## config.mk

```make
export PLATFORM = sky130hd
export DESIGN_NAME = ste_shift_ctrl
export DESIGN_NICKNAME = d
export VERILOG_FILES = /design/src/rtl/ste_shift_ctrl.sv
export SDC_FILE = /design/constraint.sdc
export NUM_CORES = 1
export LEC_CHECK = 0
export CORE_MARGIN = 8
export CORE_UTILIZATION = 35
export CTS_BUF_LIST = sky130_fd_sc_hd__clkbuf_8
export CTS_CLUSTER_DIAMETER = 40
export CTS_CLUSTER_SIZE = 24
export DETAILED_ROUTE_END_ITERATION = 10
export PLACE_DENSITY = 0.65
export REMOVE_ABC_BUFFERS = 1
export SYNTH_ARGS = -nofsm -noshare
export SYNTH_HDL_FRONTEND = slang
export SYNTH_SLANG_ARGS = --single-unit
```

## constraint.sdc

```tcl
create_clock -name clk -period 2.5 [get_ports clk]
set_input_delay 0.375 -clock clk [delete_from_list [all_inputs] [get_ports clk]]
set_output_delay 0.375 -clock clk [all_outputs]
set_load 0.02 [all_outputs]
```

## src/rtl/ste_shift_ctrl.sv

```systemverilog
// Word-level sequencer for ste_shift_reg: parallel load, paced shift-enable pulses, capture to an rx port.
// Optional rx backpressure (WAIT_RX state, no overwrite) is enabled by defining STE_SHIFT_CTRL_BACKPRESSURE_EN.
module ste_shift_ctrl #(
  parameter int SHIFT_W = 24,
  parameter int DIV_W   = 8
) (
  input  logic               clk,
  input  logic               reset_i,
  input  logic [DIV_W-1:0]   cfg_div_i,
  input  logic               abort_i,
  input  logic [SHIFT_W-1:0] tx_data_i,
  input  logic               tx_valid_i,
  output logic               tx_ready_o,
  output logic [SHIFT_W-1:0] rx_data_o,
  output logic               rx_valid_o,
  input  logic               rx_ready_i,
  output logic               busy_o,
  output logic               overrun_o,
  output logic               shift_clr_o,
  output logic               shift_ld_o,
  output logic               shift_en_o,
  output logic [SHIFT_W-1:0] din_parallel_o,
  input  logic [SHIFT_W-1:0] dout_parallel_i
);

  localparam int CNT_W = $clog2(SHIFT_W + 1);

  typedef enum logic [2:0] {
    ST_IDLE,
    ST_LOAD,
    ST_SHIFT,
    ST_CAPTURE
`ifdef STE_SHIFT_CTRL_BACKPRESSURE_EN
    , ST_WAIT_RX
`endif
  } state_e;

  state_e             state_q, state_d;
  logic [CNT_W-1:0]   bit_cnt_q, bit_cnt_d;
  logic [DIV_W-1:0]   div_cnt_q, div_cnt_d;
  logic [DIV_W-1:0]   div_lat_q, div_lat_d;
  logic [SHIFT_W-1:0] din_q, din_d;
  logic [SHIFT_W-1:0] rx_data_q, rx_data_d;
  logic               rx_valid_q, rx_valid_d;
  logic               overrun_q, overrun_d;
  logic               accept;
  logic               capture;

  // State register and datapath flops
  always_ff @(posedge clk or posedge reset_i) begin
    if (reset_i) begin
      state_q    <= ST_IDLE;
      bit_cnt_q  <= '0;
      div_cnt_q  <= '0;
      div_lat_q  <= '0;
      din_q      <= '0;
      rx_data_q  <= '0;
      rx_valid_q <= 1'b0;
      overrun_q  <= 1'b0;
    end else begin
      state_q    <= state_d;
      bit_cnt_q  <= bit_cnt_d;
      div_cnt_q  <= div_cnt_d;
      div_lat_q  <= div_lat_d;
      din_q      <= din_d;
      rx_data_q  <= rx_data_d;
      rx_valid_q <= rx_valid_d;
      overrun_q  <= overrun_d;
    end
  end

  // Next-state logic; abort overrides every state
  always_comb begin
    state_d = state_q;
    if (abort_i) begin
      state_d = ST_IDLE;
    end else begin
      case (state_q)
        ST_IDLE:    if (tx_valid_i && tx_ready_o) state_d = ST_LOAD;
        ST_LOAD:    state_d = ST_SHIFT;
        ST_SHIFT:   if (div_cnt_q == '0 && bit_cnt_q == CNT_W'(1)) state_d = ST_CAPTURE;
`ifdef STE_SHIFT_CTRL_BACKPRESSURE_EN
        ST_CAPTURE: state_d = ST_WAIT_RX;
        ST_WAIT_RX: if (rx_valid_q && rx_ready_i) state_d = ST_IDLE;
`else
        ST_CAPTURE: state_d = ST_IDLE;
`endif
        default:    state_d = ST_IDLE;
      endcase
    end
  end

  // Outputs: decoded from state, counters and abort only
  always_comb begin
`ifdef STE_SHIFT_CTRL_BACKPRESSURE_EN
    tx_ready_o = (state_q == ST_IDLE) && !abort_i && !rx_valid_q;
`else
    tx_ready_o = (state_q == ST_IDLE) && !abort_i;
`endif
    shift_ld_o     = (state_q == ST_LOAD) && !abort_i;
    shift_en_o     = (state_q == ST_SHIFT) && (div_cnt_q == '0) && !abort_i;
    shift_clr_o    = abort_i;
    busy_o         = (state_q != ST_IDLE);
    din_parallel_o = din_q;
    rx_data_o      = rx_data_q;
    rx_valid_o     = rx_valid_q;
    overrun_o      = overrun_q;
  end

  // Counters, latches and rx port
  always_comb begin
    accept    = (state_q == ST_IDLE) && tx_valid_i && tx_ready_o;
    capture   = (state_q == ST_CAPTURE) && !abort_i;
    div_lat_d = accept ? cfg_div_i : div_lat_q;
    din_d     = accept ? tx_data_i : din_q;
    bit_cnt_d = bit_cnt_q;
    div_cnt_d = div_cnt_q;
    if (abort_i) begin
      bit_cnt_d = '0;
      div_cnt_d = '0;
    end else if (state_q == ST_LOAD) begin
      bit_cnt_d = CNT_W'(SHIFT_W);
      div_cnt_d = div_lat_q;
    end else if (state_q == ST_SHIFT) begin
      if (div_cnt_q == '0) begin
        div_cnt_d = div_lat_q;
        bit_cnt_d = bit_cnt_q - CNT_W'(1);
      end else begin
        div_cnt_d = div_cnt_q - DIV_W'(1);
      end
    end
    rx_valid_d = rx_valid_q;
    if (capture) rx_valid_d = 1'b1;
    else if (rx_valid_q && rx_ready_i) rx_valid_d = 1'b0;
    rx_data_d = capture ? dout_parallel_i : rx_data_q;
`ifdef STE_SHIFT_CTRL_BACKPRESSURE_EN
    overrun_d = 1'b0;
`else
    overrun_d = overrun_q | (capture && rx_valid_q && !rx_ready_i);
`endif
  end

endmodule

```

==> flow_metrics.tcl <==
set metrics [dict create \
    cts_made_buffers 9 \
    finalHoldViolations 0 \
    cp.required_ns 2.12 \
    post-place-ws_ns 0.368 \
    synthXorXnorAreaFrac_pct 0.827 \
    finalNetCount 432 \
    cp_max_fo 8 \
    seq_power_share_pct 34.1 \
    synth_fa_ha_area_share_pct 3.15 \
    synth_cell_types 43 \
    fin_setup_tns_ns 0 \
    use_met2_pct 20.6 \
    first_pass_iters 4 \
    power.share.combinational_pct 48.3 \
    die-area_sq_mm 0.0124 \
    power_density_mw_per_mm2 1250 \
    antenna_found_initial 0 \
    fin_crit_ns 2.22 \
    rows 34 \
    cts_hold_buffers 0 \
    cts_sinks 73 \
    postLayoutCellArea_sq_mm 0.00472 \
    yosysSeqAreaShare_pct 57.5 \
    synth_edf_count 0 \
    hp-class "input port to asynchronous set/reset pin" \
    fp.dieW_um 111 \
    yosysMostFrequentCell "dfrtp_1" \
    clockBufferDepth 2 \
    final_cells 476 \
    yosys_most_used_dff "dfrtp_1" \
    grt_max_degree 41 \
    peakVddDrop_v 0.000696 \
    yosys.area.top_type "dfrtp_1" \
    dp_cells 460 \
    status "complete, no violations" \
    core_sq_mm 0.00876 \
    grt_pass1_wl_um 12700 \
    slew_headroom_pct 61.2 \
    wl_um 7610 \
    yosys-top-cells-count "dfrtp_1 (73), mux2_2 (57), inv_1 (15)" \
    drt_iter0_drc 58 \
    via_per_inst 4.81 \
    grt_pass1_vias 2561 \
    leakagePower_nw 2.03 \
    synthArstFlopShare_pct 100 \
    yosys_warnings 0 \
    crit_path_end_kind "output pin" \
    synth-simple-area-share_pct 7.52 \
    start_util_pct 36.3 \
    synth.mux.area_fraction_pct 21.8 \
    place.gp.congestion 0.758 \
    grt_overflow 0 \
    synth_area_leaders "dfrtp_1 (58%), mux2_2 (20%), ha_1 (3.2%), inv_1 (1.8%), mux2i_1 (1.6%)" \
    vias 2290 \
    portBuffers 115 \
    diodes 0 \
    cts_resized 1 \
    startpoint_type "register" \
    finalWorstSetupSlack_ns 0.284 \
    die_h_um 111 \
    clk_latency_ns 0.34 \
    grtUsageMet3_pct 6.55 \
    cts_root_buf "clkbuf_8" \
    p_switching_mw 2.12 \
    wl_per_cell_um 16.0 \
    synth_compound_area_share_pct 5.79 \
    setup_violations 0 \
    place_area_sq_mm 0.00450 \
    postCtsSetupBuffers 0 \
    grt.busiest_layer "met2" \
    final.period_utilization_pct 88.6 \
    slew_viol_final 0 \
    tightestPinTransition_ns 0.581 \
    dp_hpwl_um 5660 \
    yosysTopAreaCellShare_pct 57.5 \
    drive_above_1_share_pct 25.0 \
    clkPwrFrac_pct 17.6 \
    internal-power_mw 3.77 \
    drc_errors 0 \
    syn_to_final_growth_pct 48.7 \
    synth_top_family_by_area "multiplexers" \
    maxCapViolCount 0 \
    syn_avg_cell_area_sq_um 13.3 \
    hold_ws_ns 0.448 \
    syn_area_sq_mm 0.00318 \
    synthCells 238 \
    max_freq_mhz 451 \
    path_class "register to output pin" \
    pin_count 116 \
    rsz0062_at_grt "false" \
    path_clk_slew_ns 0.08 \
    arrival_ns 1.84 \
    synth-seq-cells 73 \
    gr-usage-met1_pct 13.3 \
    grt_usage_pct 12.5 \
    postRouteAntennaNets 0 \
    fin_skew_ns 0.00802 \
    sw_frac_of_total_pct 36.0 \
    cts_tree "done" \
    htree_levels 3 \
]
[power groups by stage]
stage / clock, mW / combinational, mW / sequential [mW]
floorplan: 0 / 1.12 / 2.47
global placement: 0 / 2.87 / 2.00
detailed placement: 0 / 2.88 / 2.02
CTS: 1.09 / 2.89 / 2.01
global route: 1.12 / 3.06 / 2.08
finish: 1.04 / 2.85 / 2.01
[layer usage]
layer / routed length, um / up-vias
li1: - / 1091
met1: 2980 / 1116
met2: 3820 / 77
met3: 731 / 6
met4: 76 / 0
met5: 0 / -
[flip-flops by register name, indices dropped and copies added (netlist names)]
| register | flops |
|---|---|
| div_cnt_q | 8 |
| overrun_o | 1 |
| div_lat_q | 8 |
| rx_data_o | 24 |
| state_q | 2 |
| bit_cnt_q | 5 |
| din_parallel_o | 24 |
| rx_valid_o | 1 |
[placed cells by master (no fill, tap or decap), drive strengths merged, types with 2 or more instances in the layout]
cell and n:
clkinvlp 2, nand3 7, nor3b 2, nor2 7
ha 8, dfrtp 73, nand2b 2, bufinv 2
mux2i 5, nor4 2, a211oi 2, o22ai 4
clkbuf 9, a31oi 4, a21o 2, mux2 57
nor3 6, nand2 4, clkdlybuf4s50 114, o21ai 2
nor4b 2, a21oi 4, xor2 2, inv 17
buf 10, nand4 2
[area by class of cell]
type / count / area [sq um]
Fill cell: 764 / 4040
Timing Repair Buffer: 125 / 1240
Inverter: 15 / 56.3
Clock buffer: 9 / 124
Clock inverter: 7 / 101
Multi-Input combinational cell: 139 / 1240
Tap cell: 108 / 135
Sequential cell: 73 / 1830
[critical path, cell delays in order, from the launching register on]
cell and delay [ns]:
dfrtp_1 0.42, inv_1 0.11, ha_1 0.34, nand3_1 0.17, nor2_1 0.12, dlygate4sd2_1 0.35
[per-stage QoR]
stage	utilization [%]	total power, mW
floorplan	-	3.59
global placement	51.4	4.87
detailed placement	51.4	4.90
CTS	53.9	5.99
global route	53.9	6.26
finish	53.9	5.89
[final timing paths]
kind	from	endpoint	slack (ns)	cells after the start
max in group asynchronous	reset_i	bit_cnt_q[0]$_DFFE_PP0P_	1.66	3
hold reg to reg	overrun_o$_DFF_PP0_	overrun_o$_DFF_PP0_	0.48	1
hold / removal	reset_i	rx_data_o[9]$_DFFE_PP0P_	0.45	3
min in group clk	overrun_o$_DFF_PP0_	overrun_o$_DFF_PP0_	0.48	1
setup / recovery	state_q[0]$_DFFE_PP0P_	shift_en_o	0.28	5
setup reg to reg	div_cnt_q[0]$_DFFE_PP0P_	state_q[0]$_DFFE_PP0P_	0.55	7
[logic make-up (layout without fill, tap and decap cells)]
| logic type | Yosys count | in the layout |
|---|---|---|
| adders and majority gates | 8 | 8 |
| DFF | 73 | 73 |
| xor gates and xnor gates | 3 | 3 |
| buffers and inverters | 26 | 156 |
| AOI/OAI and AO/OA | 26 | 26 |
| and+or+nand+nor | 40 | 40 |
| muxes | 62 | 62 |
Power figures use the tool's default switching activity.
